## src/rtl/counter_pkg.sv

```systemverilog
// Shared definitions for the counter family.
package counter_pkg;

    // Behaviour of a counter when a step would leave 0..MODULUS-1.
    typedef enum logic {
        CNT_WRAP = 1'b0,
        CNT_SAT  = 1'b1
    } cnt_mode_e;

endpackage : counter_pkg

```

## src/rtl/mod_updown_counter.sv

```systemverilog
// Up/down modulo counter with synchronous load, wrap or saturate boundary
// handling, a terminal-count flag, a one-cycle boundary event pulse and
// sticky overflow/underflow flags.
module mod_updown_counter
    import counter_pkg::*;
#(
    parameter int        WIDTH   = 4,
    parameter longint    MODULUS = 16,
    parameter cnt_mode_e MODE    = CNT_WRAP
) (
    input  logic             clk,
    input  logic             rst,
    input  logic             en,
    input  logic             up,
    input  logic             load,
    input  logic [WIDTH-1:0] load_val,
    input  logic             clr_flags,
    output logic [WIDTH-1:0] count,
    output logic             tc,
    output logic             evt,
    output logic             ovf,
    output logic             unf
);

    // 64-bit limit so WIDTH=32 does not overflow the legality check.
    localparam longint MOD_LIM = 64'sd1 <<< WIDTH;

    if (WIDTH < 2 || WIDTH > 32) begin : g_bad_width
        $error("mod_updown_counter: WIDTH must be in 2..32");
    end
    if (MODULUS < 2 || MODULUS > MOD_LIM) begin : g_bad_modulus
        $error("mod_updown_counter: MODULUS must be in 2..2**WIDTH");
    end

    // One extra bit keeps the clamp compare and +1/-1 free of truncation.
    localparam logic [WIDTH:0] MAX_EXT  = (WIDTH+1)'(MODULUS - 1);
    localparam logic [WIDTH:0] ONE_EXT  = (WIDTH+1)'(1);
    localparam logic [WIDTH:0] ZERO_EXT = '0;

    logic [WIDTH:0] cnt_ext;
    logic [WIDTH:0] ld_ext;
    logic [WIDTH:0] nxt_ext;
    logic           at_top;
    logic           at_bot;
    logic           evt_nxt;
    logic           ovf_set;
    logic           unf_set;

    assign cnt_ext = {1'b0, count};
    assign ld_ext  = {1'b0, load_val};
    assign at_top  = (cnt_ext == MAX_EXT);
    assign at_bot  = (cnt_ext == ZERO_EXT);

    // Terminal count looks at the direction currently requested, not at en.
    assign tc = up ? at_top : at_bot;

    // Next count and boundary detection; load outranks counting.
    always_comb begin
        nxt_ext = cnt_ext;
        evt_nxt = 1'b0;
        ovf_set = 1'b0;
        unf_set = 1'b0;
        if (load) begin
            nxt_ext = (ld_ext > MAX_EXT) ? MAX_EXT : ld_ext;
        end else if (en) begin
            if (up) begin
                if (at_top) begin
                    evt_nxt = 1'b1;
                    ovf_set = 1'b1;
                    nxt_ext = (MODE == CNT_SAT) ? MAX_EXT : ZERO_EXT;
                end else begin
                    nxt_ext = cnt_ext + ONE_EXT;
                end
            end else begin
                if (at_bot) begin
                    evt_nxt = 1'b1;
                    unf_set = 1'b1;
                    nxt_ext = (MODE == CNT_SAT) ? ZERO_EXT : MAX_EXT;
                end else begin
                    nxt_ext = cnt_ext - ONE_EXT;
                end
            end
        end
    end

    // Registered count, event pulse and sticky flags; a boundary beats clr_flags.
    always_ff @(posedge clk) begin
        if (rst) begin
            count <= '0;
            evt   <= 1'b0;
            ovf   <= 1'b0;
            unf   <= 1'b0;
        end else begin
            count <= nxt_ext[WIDTH-1:0];
            evt   <= evt_nxt;
            ovf   <= ovf_set | (ovf & ~clr_flags);
            unf   <= unf_set | (unf & ~clr_flags);
        end
    end

endmodule : mod_updown_counter

```

## config.mk

```make
export PLATFORM = sky130hd
export DESIGN_NAME = mod_updown_counter
export DESIGN_NICKNAME = d
export VERILOG_FILES = /design/src/rtl/counter_pkg.sv /design/src/rtl/mod_updown_counter.sv
export SDC_FILE = /design/constraint.sdc
export NUM_CORES = 1
export LEC_CHECK = 0
export BUFFER_PORTS_ARGS = -buffer_cell sky130_fd_sc_hd__buf_2
export CORE_AREA = 5 5 42 44
export CTS_CLUSTER_SIZE = 8
export DETAILED_ROUTE_END_ITERATION = 16
export DIE_AREA = 0 0 47 49
export GPL_TIMING_DRIVEN = 0
export PLACE_DENSITY = 0.57
export SKIP_LAST_GASP = 1
export SLEW_MARGIN = 20
export SYNTH_ARGS = -nofsm -noshare
export SYNTH_HDL_FRONTEND = slang
export SYNTH_SLANG_ARGS = --single-unit
```

## constraint.sdc

```tcl
create_clock -name clk -period 3.8 [get_ports clk]
set_input_delay 0.76 -clock clk [delete_from_list [all_inputs] [get_ports clk]]
set_output_delay 0.76 -clock clk [all_outputs]
set_load 0.02 [all_outputs]
```

After elaboration in Yosys (flattened, before gate mapping) --
Index checks and enable logic that the tools add are counted.
Storage, ports and cells: register bits after elaboration 7, output and inout port bits 8, logic and storage cells 33, input port bits 10
Operators by class: reductions and logical operators 3, bitwise logic cells 6, $lt $le $gt $ge 1, add/sub/neg operators 2, muxes and demuxes 16, equal/unequal tests 1
Operators with widths (count):
- $mux 4 | 6
- $mux 1 | 10
- $logic_not 5->1 | 1
- $add 4x1->4 const B | 1
- $eq 4x4->1 const B | 1
- $gt 4x4->1 const B | 1
- $sub 4x1->4 const B | 1
- $reduce_or 3->1 | 1
- $and 1x1->1 | 2
- $not 1->1 | 2
- $or 1x1->1 | 2
- $reduce_bool 2->1 | 1

Logic depth before layout (Yosys ltp) --
Gate-level depths: netlist of the first run.
word-level depth 6, gate-level depth with buffers 6, gate-level depth less buffers 6

Least setup slack after synthesis of the first run --
OpenSTA, ideal clock, no wires.
path type input port to output port, start point in up, end point out tc, buffers on the path 1, required time 3.040 ns, path slack 1.575 ns, stages on the path 3, data arrival time 1.465 ns, cells stage by stage clkbuf_1 nor4b_2 nand2b_1
On the way: word-level cells in the longest chain between the ends 1
RTL lines:
- from (decl) | line mod_updown_counter.sv:14 | input logic up,
- $mux 1 | line mod_updown_counter.sv:55 | assign tc = up ? at_top : at_bot;
- to (decl) | line mod_updown_counter.sv:19 | output logic tc,
Every way passes these cells.

Final worst setup path of the first run --
Same ends and word-level chain as after synthesis.

==> results.ini, run 1 <==
[status]
status=finished clean

[drt]
wl_per_cell_um=11.5
wirelength_mm=1.06
vias=457
drcViolationCount=0
ant_nets=0
viasPerCell=4.97
drt_iter0_markers=9
drt_pass1_iterations=4

[clock_network]
cts_buffers=3
holdBufCountCts=0
cts_setup_buffers=0
clk_path_buf_depth=2
cts-root-buf=clkbuf_4
clkSinkCount=7
clk_pin_slew_worst_paths_ns=0.05
clk_latency_ns=0.25
cts_tree=done
htree_levels=1
cts_resized=0

[synth]
synth.distinct_cells=27
yosys_warnings=0
synth_ff_type=dfxtp_1
yosys-top-cells-area=dfxtp_1, xnor2_1, ha_1
synth.most_common_cell=dfxtp_1
syn_inst=58
synth_top_cell_by_area=dfxtp_1
synth.yosys.seq_area_share_pct=30.3
netlist_area_sq_um=463
synth_edf_count=0
synth-async-reset-ratio_pct=0
ys_ff_latch=7
ys_top_cells_by_count=dfxtp_1, inv_1, nor2_1, o21ai_0, a21oi_1
synth_area_per_cell_sq_um=7.98
yosysTopAreaCellShare_pct=30.3
synth_nets=70

[place]
dp_hpwl_um=781
place.gp.congestion=0.688
dpl-instance-area_sq_um=553
port-buffer-count=14
place_ws_ns=1.41

[global_routing]
grtUsageMet2_pct=17.4
grt_max_degree=11
grt-busiest-layer=met2
grt_pass1_wl_mm=1.83
grt_pass1_vias=431
grtUsageMet1_pct=11.6
grt.total_usage_pct=11.3
met3_usage_pct=3.69
antenna_found_initial=0
gr-total-overflow=0

[cells_and_area]
nNetsFinal=89
diodes=0
fin_area_sq_um=579
drive_gt1_share_pct=28.9
final-seq-area_sq_um=140
synthToLayoutAreaGrowth_pct=25.1
nFillCells=161
multi_input_area_sq_um=273

[timing]
fin_crit_sh_pct=63.0
layout_min_cycle_time_ns=2.39
whs_ns=0.481
rsz0062_at_grt=false
final.setup_skew_ns=0.000640
setup_tns_ns=0
fmaxAchievable_mhz=418
slew_headroom_pct=74.8
layout_setup_ws_ns=1.41
hold_viol_final=0
tightest_slew_ns=0.378
slew_viol_final=0
setup_violations=0

[hold_path]
worstHoldPathCells=2
hold_path_class=register to register
hp-start=unf
whs_endpoint=unf

[run]
maxCapViolations=0

[critical_path]
critPathKind=primary input to output port
critPathMaxFanout=8
critPathLaunchType=primary input
worstSetupEndpointType=output port
arrival_ns=1.63
rr_worst_depth=6
r2r-end=count[3]
reg2reg_setup_slack_ns=2.20
rr_startpoint=count[0]
required_ns=3.04

[floorplan]
initial_core_util_pct=33.0
dieWidth_um=47
pin_count=18
die_area_sq_um=2300
coreArea_sq_um=1400
num_rows=14
fp.dieH_um=49

[pwr]
peakVddDrop_mv=0.157
leakagePower_nw=0.265
powerDensity_nw_per_um2=358

## sequential cells by signal (all words and copies together), names as in the netlist
name,count
count,4
evt,1
unf,1
ovf,1
## through the flow
step | total power, W | util, % | cells
after floorplan | 0.000125 | - | 58
after global placement | 0.000140 | 39.5 | 88
after detailed placement | 0.000140 | 39.5 | 88
after CTS | 0.000213 | 41.3 | 92
after global routing | 0.000224 | 41.3 | 92
final | 0.000208 | 41.3 | 92
## logic make-up (layout without fill, tap and decap cells)
logic type / count (synthesis) / in the layout / share of synthesized area [%]
DFF: 7 / 7 / 30.3
muxes: 2 / 2 / 4.59
AOI/OAI and AO/OA: 15 / 15 / 20.8
xor gates and xnor gates: 3 / 3 / 5.68
and+or+nand+nor: 18 / 18 / 22.4
buffers and inverters: 11 / 29 / 10.8
adders and majority gates: 2 / 2 / 5.40
## where the power goes
part	switching, W	internal [W]
clock network	0.0000287	0.0000402
registers	0.00000399	0.0000778
logic	0.0000313	0.0000258
total	0.0000640	0.000144
## per-layer routing
| layer | routed length [um] | vias to the layer above |
|---|---|---|
| met4 | 42 | 0 |
| met3 | 63 | 5 |
| met2 | 515 | 12 |
| li1 | - | 233 |
| met1 | 438 | 207 |
| met5 | 0 | - |
## worst max path at each step
| stage | startpoint | to | slack [ns] | cells after the start |
|---|---|---|---|---|
| after floorplan | up | tc | 1.57 | 3 |
| after global placement | up | tc | 1.42 | 4 |
| after detailed placement | up | tc | 1.41 | 4 |
| after CTS | up | tc | 1.42 | 4 |
| after global routing | up | tc | 1.31 | 4 |
| final | up | tc | 1.41 | 4 |
## cells in the final DEF (no fill, tap or decap), types with 2 or more instances in the layout
| cell type | count |
|---|---|
| a21oi_1 | 4 |
| buf_2 | 15 |
| clkbuf_1 | 4 |
| clkbuf_4 | 3 |
| dfxtp_1 | 7 |
| ha_1 | 2 |
| inv_1 | 6 |
| nand2_1 | 3 |
| nand2b_1 | 2 |
| nor2_1 | 6 |
| o21ai_0 | 5 |
| xnor2_1 | 3 |
## critical path, stage by stage
cell and delay (ns):
clkbuf_1 0.18, nor4b_2 0.36, nand2b_1 0.17, buf_2 0.16
## final cells by class
| class | count | share of cell area (%) |
|---|---|---|
| Multi-Input combinational cell | 40 | 47.1 |
| Sequential cell | 7 | 24.2 |
| Timing Repair Buffer | 14 | 12.1 |
| Buffer | 5 | 4.75 |
| Clock buffer | 4 | 4.54 |
| Inverter | 6 | 3.89 |
| Tap cell | 16 | 3.46 |
Note: power is estimated with default switching activity, not from simulation.
==> run 2, diff against run 1 <==
PLACE_DENSITY = 0.6   (was 0.57)
clock period = 2 ns   (was 3.8 ns; I/O delays follow)
==> results.ini, run 2 (synthesized netlist as in run 1, its figures left out) <==
[pwr]
comb_power_share_pct=28.3
clockPowerShare_pct=31.9
peakVddDrop_mv=0.414
p_int_w=0.000276
power_frac_seq_pct=39.8
leakagePower_nw=0.271
p_sw_w=0.000117
swShare_pct=29.8
powerDensity_nw_per_um2=666

[floorplan]
num_rows=14
dieWidth_um=47
fp.dieH_um=49
coreArea_sq_um=1400
initial_core_util_pct=33.0
die_area_sq_um=2300
pin_count=18

[cells_and_area]
layout_common_cells=buf_2, inv_1, nor2_1, dfxtp_1, o21ai_0
drive_gt1_share_pct=30.3
synthToLayoutAreaGrowth_pct=27.3
fin_area_sq_um=589
diodes=0
largest-register=count
largest_reg_flops=4
layout_commonest_cell=buf_2
nNetsFinal=89
final_cells=92

[clock_network]
cts_tree=done
cts_resized=0
clk_path_buf_depth=2
holdBufCountCts=0
clk_pin_slew_worst_paths_ns=0.05
cts_buffers=3
cts_setup_buffers=0
clk_latency_ns=0.25
htree_levels=1
clkSinkCount=7
cts-root-buf=clkbuf_4

[timing]
fmaxAchievable_mhz=553
setup_violations=0
setup_tns_ns=0
hold_viol_final=0
slew_viol_final=0
slew_headroom_pct=73.0
final.setup_skew_ns=0.00282
layout_min_cycle_time_ns=1.81
rsz0062_at_grt=false
tightest_slew_ns=0.405
fin_crit_sh_pct=90.5

[critical_path]
critPathLaunchType=register
critPathMaxFanout=6
arrival_ns=1.41
critPathKind=register to output port
required_ns=1.60
worstSetupEndpointType=output port
reg2reg_setup_slack_ns=0.50

[global_routing]
grtUsageMet1_pct=13.1
grt.total_usage_pct=10.6
gr-total-overflow=0
grt_max_degree=11
met3_usage_pct=2.95
grt-busiest-layer=met2
grtUsageMet2_pct=16.1
grt_pass1_vias=453
antenna_found_initial=0
grt_pass1_wl_mm=1.83

[drt]
wl_per_cell_um=10.9
ant_nets=0
drcViolationCount=0
drt_iter0_markers=3
drt_pass1_iterations=4
viasPerCell=4.80
vias=442
wirelength_mm=1.00

[place]
place.gp.congestion=0.694
dp_hpwl_um=779
dpl-instance-area_sq_um=553
dp_cells=88
port-buffer-count=14

[hold_path]
hold_path_class=primary input to register

[status]
status=finished clean

[run]
maxCapViolations=0

==> run 2: per-stage QoR <==
| stage | utilization (%) | setup slack, ns | hold WS, ns | power, W |
|---|---|---|---|---|
| 2_1_floorplan | - | 0.394 | 0.472 | 0.000238 |
| 3_3_place_gp | 39.5 | 0.313 | 0.468 | 0.000266 |
| 3_5_place_dp | 39.5 | 0.332 | 0.477 | 0.000267 |
| 4_1_cts | 41.3 | 0.0524 | 0.382 | 0.000397 |
| 5_1_grt | 42.1 | 0.0454 | 0.390 | 0.000425 |
| 6_report | 42.1 | 0.191 | 0.389 | 0.000392 |
==> run 2: final timing paths <==
kind                     from       end  depth (start not counted)
hold reg to reg           unf       unf                          2
setup / recovery     count[1]        tc                          5
setup reg to reg     count[1]  count[3]                          6
hold / removal    load_val[0]  count[0]                          3
==> run 2: power groups by stage <==
| stage | clock [W] | combinational (W) | sequential [W] |
|---|---|---|---|
| after detailed placement | 0 | 0.000108 | 0.000159 |
| after global placement | 0 | 0.000107 | 0.000159 |
| after global routing | 0.000142 | 0.000125 | 0.000157 |
| after floorplan | 0 | 0.0000699 | 0.000168 |
| final | 0.000125 | 0.000111 | 0.000156 |
| after CTS | 0.000132 | 0.000109 | 0.000156 |
==> run 2: critical path, cell delays in order, from the launching register on <==
cell	delay, ns
dfxtp_1	0.35
inv_1	0.09
ha_1	0.17
nor4b_4	0.24
nand2b_1	0.15
buf_2	0.17
==> run 2: per-layer routing <==
metal / wire length (um) / up-vias / part of all wire, %
met2: 512 / 10 / 51
met5: 0 / - / 0
met1: 412 / 195 / 41
li1: - / 235 / -
met4: 9 / 0 / 0.90
met3: 69 / 2 / 6.9
==> run 2: area by class of cell <==
type / instances / area [sq um]
buffer: 5 / 27.5
clock buffer: 4 / 26.3
fill: 158 / 812
inverter: 6 / 22.5
multi-input combinational: 40 / 282
sequential: 7 / 141
tap: 16 / 20.0
timing repair buffer: 14 / 70.1
